[src/rtl/fmulsu_arbiter.sv]
// -----------------------------------------------------------------------------
// fmulsu_arbiter
//
// Two-requester arbiter and sequencer for one shared signed x unsigned
// fractional multiplier (FMULSU: signed Rd times unsigned Rr, product shifted
// left by one, returned as a high and a low byte).
//
// Requesters present an operand pair on a valid/ack handshake. While the
// block is idle it grants one requester (round-robin when both are valid),
// captures that requester's operands and runs the multiply for P_MUL_LAT
// execute cycles. It then holds the tagged result on o_res_* until the
// consumer takes it with i_res_ready.
//
// Parameters
//   P_MUL_LAT     execute cycles per operation, legal range 1..15
//
// Ports
//   i_clk         clock, all state changes on the rising edge
//   i_rst         asynchronous active-high reset
//   i_req0_valid  requester 0 has an operand pair
//   i_req0_rd     requester 0 multiplicand (signed)
//   i_req0_rr     requester 0 multiplier (unsigned)
//   o_req0_ack    requester 0 operands accepted this cycle (combinational)
//   i_req1_*      same as requester 0, for requester 1
//   o_req1_ack    requester 1 operands accepted this cycle (combinational)
//   o_res_valid   result available (registered)
//   o_res_id      requester that owns the result
//   o_res_r1      result high byte
//   o_res_r0      result low byte
//   i_res_ready   consumer accepts the result
//   o_busy        high whenever the sequencer is not idle (registered)
//
// Latency: ack in cycle T, execute in T+1..T+P_MUL_LAT, o_res_valid first
// high in cycle T+P_MUL_LAT+1. With i_res_ready already high the next ack can
// come P_MUL_LAT+2 cycles after the previous one.
// -----------------------------------------------------------------------------
module fmulsu_arbiter #(
  parameter int unsigned P_MUL_LAT = 1
) (
  input  logic       i_clk,
  input  logic       i_rst,

  input  logic       i_req0_valid,
  input  logic [7:0] i_req0_rd,
  input  logic [7:0] i_req0_rr,
  output logic       o_req0_ack,

  input  logic       i_req1_valid,
  input  logic [7:0] i_req1_rd,
  input  logic [7:0] i_req1_rr,
  output logic       o_req1_ack,

  output logic       o_res_valid,
  output logic       o_res_id,
  output logic [7:0] o_res_r1,
  output logic [7:0] o_res_r0,
  input  logic       i_res_ready,

  output logic       o_busy
);

  // ---------------------------------------------------------------------------
  // Types and constants
  // ---------------------------------------------------------------------------
  typedef enum logic [1:0] {
    ST_IDLE = 2'd0,
    ST_EXEC = 2'd1,
    ST_DONE = 2'd2
  } state_e;

  // Counter value loaded on grant; EXEC ends in the cycle the counter reads 0,
  // which gives exactly P_MUL_LAT execute cycles.
  localparam logic [3:0] CNT_LOAD = 4'(P_MUL_LAT - 1);

  // ---------------------------------------------------------------------------
  // State
  // ---------------------------------------------------------------------------
  state_e     state_q,     state_d;
  logic       ptr_q,       ptr_d;        // requester favoured on a tie
  logic [3:0] cnt_q,       cnt_d;        // execute cycles remaining
  logic [7:0] rd_q,        rd_d;         // captured multiplicand
  logic [7:0] rr_q,        rr_d;         // captured multiplier
  logic       req_id_q,    req_id_d;     // owner of the operation in flight
  logic       res_valid_q, res_valid_d;
  logic       res_id_q,    res_id_d;
  logic [7:0] res_r1_q,    res_r1_d;
  logic [7:0] res_r0_q,    res_r0_d;
  logic       busy_q,      busy_d;

  logic       gnt0;
  logic       gnt1;
  logic [14:0] prod;

  // ---------------------------------------------------------------------------
  // Grant
  //
  // Acks are only given while idle. They are also held off while reset is
  // asserted, so a request is never acknowledged into an operation that the
  // reset is about to throw away.
  // ---------------------------------------------------------------------------
  // NOTE: every signal assigned in an always_comb gets a default at the top of
  // the block; a path that leaves one unassigned would infer a latch.
  always_comb begin
    gnt0 = 1'b0;
    gnt1 = 1'b0;
    if (state_q == ST_IDLE && !i_rst) begin
      if (i_req0_valid && i_req1_valid) begin
        gnt0 = ~ptr_q;
        gnt1 =  ptr_q;
      end else begin
        gnt0 = i_req0_valid;
        gnt1 = i_req1_valid;
      end
    end
  end

  assign o_req0_ack = gnt0;
  assign o_req1_ack = gnt1;

  // ---------------------------------------------------------------------------
  // Multiplier
  //
  // Only bits [14:0] of the 16-bit signed product survive the left shift, so
  // the multiply is done modulo 2^15: Rd sign-extended and Rr zero-extended to
  // 15 bits give exactly the low 15 bits of the true signed product, including
  // Rd = -128.
  // ---------------------------------------------------------------------------
  assign prod = {{7{rd_q[7]}}, rd_q} * {7'b000_0000, rr_q};

  // ---------------------------------------------------------------------------
  // Next-state logic
  // ---------------------------------------------------------------------------
  always_comb begin
    state_d     = state_q;
    ptr_d       = ptr_q;
    cnt_d       = cnt_q;
    rd_d        = rd_q;
    rr_d        = rr_q;
    req_id_d    = req_id_q;
    res_valid_d = res_valid_q;
    res_id_d    = res_id_q;
    res_r1_d    = res_r1_q;
    res_r0_d    = res_r0_q;

    case (state_q)
      ST_IDLE: begin
        if (gnt0 || gnt1) begin
          rd_d     = gnt1 ? i_req1_rd : i_req0_rd;
          rr_d     = gnt1 ? i_req1_rr : i_req0_rr;
          req_id_d = gnt1;
          cnt_d    = CNT_LOAD;
          // The pointer always moves to the requester that lost this round,
          // whether or not it was actually competing.
          ptr_d    = gnt0;
          state_d  = ST_EXEC;
        end
      end

      ST_EXEC: begin
        if (cnt_q == 4'd0) begin
          res_r1_d    = prod[14:7];
          res_r0_d    = {prod[6:0], 1'b0};
          res_id_d    = req_id_q;
          res_valid_d = 1'b1;
          state_d     = ST_DONE;
        end else begin
          cnt_d = cnt_q - 4'd1;
        end
      end

      ST_DONE: begin
        // Result data stays put; only the valid flag drops on hand-off.
        if (i_res_ready) begin
          res_valid_d = 1'b0;
          state_d     = ST_IDLE;
        end
      end

      default: begin
        state_d     = ST_IDLE;
        res_valid_d = 1'b0;
      end
    endcase

    // Registered busy tracks the state being entered, so it lines up with
    // the state register itself.
    busy_d = (state_d != ST_IDLE);
  end

  // ---------------------------------------------------------------------------
  // Registers
  // ---------------------------------------------------------------------------
  // NOTE: sequential state uses non-blocking assignments so every flop samples
  // the pre-edge values of the others, independent of statement order.
  always_ff @(posedge i_clk or posedge i_rst) begin
    if (i_rst) begin
      state_q     <= ST_IDLE;
      ptr_q       <= 1'b0;
      cnt_q       <= 4'd0;
      rd_q        <= 8'h00;
      rr_q        <= 8'h00;
      req_id_q    <= 1'b0;
      res_valid_q <= 1'b0;
      res_id_q    <= 1'b0;
      res_r1_q    <= 8'h00;
      res_r0_q    <= 8'h00;
      busy_q      <= 1'b0;
    end else begin
      state_q     <= state_d;
      ptr_q       <= ptr_d;
      cnt_q       <= cnt_d;
      rd_q        <= rd_d;
      rr_q        <= rr_d;
      req_id_q    <= req_id_d;
      res_valid_q <= res_valid_d;
      res_id_q    <= res_id_d;
      res_r1_q    <= res_r1_d;
      res_r0_q    <= res_r0_d;
      busy_q      <= busy_d;
    end
  end

  // ---------------------------------------------------------------------------
  // Outputs
  // ---------------------------------------------------------------------------
  assign o_res_valid = res_valid_q;
  assign o_res_id    = res_id_q;
  assign o_res_r1    = res_r1_q;
  assign o_res_r0    = res_r0_q;
  assign o_busy      = busy_q;

  // ---------------------------------------------------------------------------
  // Protocol properties
  // ---------------------------------------------------------------------------
  // At most one requester is acknowledged in any cycle.
  a_ack_onehot: assert property (@(posedge i_clk) disable iff (i_rst)
    !(o_req0_ack && o_req1_ack));

  // Acks only while the sequencer is idle.
  a_ack_idle_only: assert property (@(posedge i_clk) disable iff (i_rst)
    (o_req0_ack || o_req1_ack) |-> !o_busy);

  // A result that is not taken stays valid and unchanged.
  a_res_hold: assert property (@(posedge i_clk) disable iff (i_rst)
    (o_res_valid && !i_res_ready) |=>
      (o_res_valid && $stable(o_res_r1) && $stable(o_res_r0) && $stable(o_res_id)));

endmodule

[config.mk]
export PLATFORM = sky130hd
export DESIGN_NAME = fmulsu_arbiter
export DESIGN_NICKNAME = d
export VERILOG_FILES = /design/src/rtl/fmulsu_arbiter.sv
export SDC_FILE = /design/constraint.sdc
export NUM_CORES = 1
export LEC_CHECK = 0
export ABC_AREA = 1
export ABC_CLOCK_PERIOD_IN_PS = 6500
export CAP_MARGIN = 20
export CORE_ASPECT_RATIO = 1.25
export CORE_MARGIN = 3
export CORE_UTILIZATION = 30
export DETAILED_ROUTE_END_ITERATION = 12
export GPL_ROUTABILITY_DRIVEN = 0
export SYNTH_ARGS = -nofsm -noshare
export SYNTH_HDL_FRONTEND = slang
export SYNTH_SLANG_ARGS = --single-unit
[constraint.sdc]
create_clock -name i_clk -period 6.5 [get_ports i_clk]
set_input_delay 0.65 -clock i_clk [delete_from_list [all_inputs] [get_ports i_clk]]
set_output_delay 0.65 -clock i_clk [all_outputs]
set_load 0.02 [all_outputs]
==> results list <==
* Cell count after synthesis: 555
- CTS Hold Buffers Added: 0
* Count of warnings emitted by yosys: 0
* Root cell of the clock tree: sky130_fd_sc_hd__clkbuf_16
- Synthesized area per cell: about 7.7 um2
- Cts bufs inserted: 5
- The synthesized design contains 42 register bits.
- Walking the worst path, the cells encountered are clkinv_1 -> or2_2 -> fa_1 -> fa_1 -> inv_1 -> fa_1 -> inv_1 -> fa_1 -> inv_1 -> ha_1 -> nand2_1 -> nand3_1 -> nand2_1 -> nand2_1 -> a21oi_1 -> o21ai_0 -> nand2_1.
* Final Setup Violations: 0
- The first global-routing pass estimated about 17,000 um of wire.
- First-pass DRT Iterations: 4
- The initial utilization of the core area, before any placement, comes to a little under a third.
- Setup repair after global routing left no endpoint under its margin.
- Most used flip-flop cell after synthesis: sky130_fd_sc_hd__dfrtp_1
- Area inside the core boundary: around 14,000 um2
* Worst setup SP type: flop
- Required time at the endpoint of the critical path: between 6 and 7 ns
* Maximum buffer depth of the clock tree: 2
- In this run, the number of DRC markers left after iteration 0 of detailed routing was 235.
- Compared with the post-synthesis result, the final layout area differs by 17.8%.
- TritonCTS clock tree: done
- Vias per inst: approximately 4.4
- The floorplan has 48 rows.
- Tmin final: 4.32 ns
* Post-layout net count: 706
- Data arrival at the endpoint of the critical path: approximately 4.6 ns
- At the placement stage, the worst setup path has a slack of ~2.2 ns.
- STA classifies the critical path endpoint as a flop.
- Highest clock rate: 0.231 GHz
* Number of placed I/O pins: 58
* Final setup skew: about 0.0056 ns
- Result of the run: finished clean
* Worst min-delay path class: flop to flop
- The initial antenna violation count was 0.
* Post-CTS setup-driven buffer insertion count: 0
- Vertical die dimension: roughly 140 um
- Fillers: about 1,400
- Detailed placement ended at an HPWL of 7670 um.
* Fin worst setup slack: between 2 and 2.5 ns
- Wire per inst: around 12 um
* Critical path buffer and inverter count: 4
- Clock-pin slew was measured on the worst setup and hold paths at about 0.060 ns.
* Total clock sinks: 42
* Maximum number of pins on one net before global-route repair: 44
- The count of buffers added on input and output ports is 56.
- Chip width: approximately 110 um
* Clock insertion delay at the later pin of the skew report: between 0.2 and 0.3 ns
- Fraction of registers with async set or reset after synthesis: 100%
- After detailed routing, the number of remaining DRC violations is 0.
- In this design, the largest share of critical-path delay is due to adder cells.
- The via count of the first global-routing pass is ~3,600.
- Maxcap violations: 0
- The critical path is of the flop to flop type.
* Summed instance area of the synthesized netlist: between 4000 and 5000 um2
- Yosys cell types: 35
* Number of enable flip-flop cells after synthesis: 0
- Of the available clock period, the critical path in the final layout requires between 60% and 70%.
- Across every metal layer, demand over resource in global routing totals between 10% and 20%.
- Max Slew Vio Count: 0
* Maximum cell stage delay along the critical path: around 0.54 ns
- The routed design has 9490 um of wire.
- Measured against its own limit, the worst slew margin works out to 39.5%.
* Most frequent cells in the layout: sky130_fd_sc_hd__nand2_1 (149), sky130_fd_sc_hd__inv_1 (123), sky130_fd_sc_hd__clkdlybuf4s50_1 (56)
- Final Hold Vio Count: 0
- Final total negative setup slack: 0 ns
- The slowest stage of the critical path belongs to the cell sky130_fd_sc_hd__fa_1.
- Number of antenna diodes: 0
- The routed layout has about 3,400 vias.
* H-tree depth: 2
- Layout cells sized above 1: roughly 6.9%
* Global-route congestion overflow total: 0
- Critical Path Fanout Max: 8
- Post-synth net total: 667
* Share of the yosys chip area belonging to registers: around a quarter
* Total of cells resized after clock tree synthesis: 0
- For the pin with the worst max-slew slack, the measured transition is approximately 0.9 ns.
* Most common cell after layout, fill and taps aside: sky130_fd_sc_hd__nand2_1
* Number of routed nets with antenna violations: 0
- Final hold analysis gives a worst-case slack of between 0.4 and 0.5 ns.
* Full die area: 15,700 um2
[worst register-to-register path: stages (launching register included)]
cell,delay (ns)
sky130_fd_sc_hd__dfrtp_1,0.38
sky130_fd_sc_hd__clkinv_1,0.22
sky130_fd_sc_hd__or2_2,0.36
sky130_fd_sc_hd__fa_1,0.51
sky130_fd_sc_hd__fa_1,0.54
sky130_fd_sc_hd__inv_1,0.05
sky130_fd_sc_hd__fa_1,0.53
sky130_fd_sc_hd__inv_1,0.06
sky130_fd_sc_hd__fa_1,0.53
sky130_fd_sc_hd__inv_1,0.04
sky130_fd_sc_hd__ha_1,0.35
sky130_fd_sc_hd__nand2_1,0.12
sky130_fd_sc_hd__nand3_1,0.14
sky130_fd_sc_hd__nand2_1,0.09
sky130_fd_sc_hd__nand2_1,0.06
sky130_fd_sc_hd__a21oi_1,0.12
sky130_fd_sc_hd__o21ai_0,0.11
sky130_fd_sc_hd__nand2_1,0.06
[synthesized netlist by cell type, types with 3 or more instances]
cell / count / area share, %
sky130_fd_sc_hd__nand2_1: 149 / 13
sky130_fd_sc_hd__inv_1: 123 / 11
sky130_fd_sc_hd__dfrtp_1: 42 / 25
sky130_fd_sc_hd__ha_1: 38 / 11
sky130_fd_sc_hd__fa_1: 37 / 17
sky130_fd_sc_hd__nor2_1: 28 / 2.5
sky130_fd_sc_hd__nand3_1: 20 / 2.3
sky130_fd_sc_hd__a21oi_1: 16 / 1.9
sky130_fd_sc_hd__o21ai_0: 16 / 1.9
sky130_fd_sc_hd__o21ai_1: 14 / 1.6
sky130_fd_sc_hd__a21oi_2: 8 / 1.6
sky130_fd_sc_hd__buf_4: 8 / 1.4
sky130_fd_sc_hd__clkbuf_1: 8 / 0.70
sky130_fd_sc_hd__nor2_2: 7 / 1.0
sky130_fd_sc_hd__inv_2: 5 / 0.44
sky130_fd_sc_hd__buf_2: 4 / 0.47
sky130_fd_sc_hd__xor2_1: 4 / 0.82
sky130_fd_sc_hd__buf_6: 3 / 0.79
sky130_fd_sc_hd__nand3b_1: 3 / 0.53
sky130_fd_sc_hd__or2_2: 3 / 0.44
[layer usage]
| layer | wire, um | part of all wire [%] | global-route usage [%] |
|---|---|---|---|
| met5 | 0 | 0 | 0 |
| met3 | 382 | 4.0 | 1.91 |
| met4 | 210 | 2.2 | 3.73 |
| met1 | 3930 | 41 | 15.6 |
| met2 | 4960 | 52 | 24.2 |
[final timing paths]
kind                            depth (start not counted)  slack, ns         from           to
worst max register to register                         17       2.18      rd_q[7]  o_res_r1[3]
min in group asynchronous                               2       0.88        i_rst  o_res_r0[4]
worst min register to register                          2       0.47  o_res_r0[5]  o_res_r0[5]
worst max-delay path                                   17       2.18      rd_q[7]  o_res_r1[3]
worst min-delay path                                    2       0.47  o_res_r0[5]  o_res_r0[5]
max in group asynchronous                               2       5.05        i_rst      rd_q[6]
[final cells by class]
type | instances | area (um2) | share of cell area, %
multi-input combinational | 359 | 2560 | 50.9
tap | 175 | 219 | 4.36
timing repair buffer | 56 | 561 | 11.1
clock inverter | 3 | 18.8 | 0.373
inverter | 130 | 495 | 9.86
clock buffer | 5 | 125 | 2.49
sequential | 42 | 1050 | 20.9
[registers in the layout, summed over array words and instances (netlist names)]
register     cells
ptr_q            1
o_res_r1         8
rr_q             8
o_res_id         1
rd_q             8
o_res_r0         7
cnt_q            4
o_res_valid      1
state_q          2
o_busy           1
req_id_q         1
[cell families (layout without fill, tap and decap cells)]
family,after synthesis,count (layout),share of synthesized area (%)
simple gates,223,223,23.1
compound gates,55,55,7.21
xor+xnor,5,5,1.03
flops,42,42,24.6
fa+ha+maj,75,75,28.5
buf+inv,154,194,15.4
other cells,1,1,0.0879
[stage by stage]
step	area [um2]	util (%)	std cells
final	5030	36.2	770
after global routing	5030	36.2	770
after CTS	5030	36.2	770
after detailed placement	4880	35.2	762
after global placement	4880	35.2	762
after floorplan	4270	-	555
Power is not shown: default switching activity piles up to over one toggle a cycle in this logic, so the estimate is an artifact.
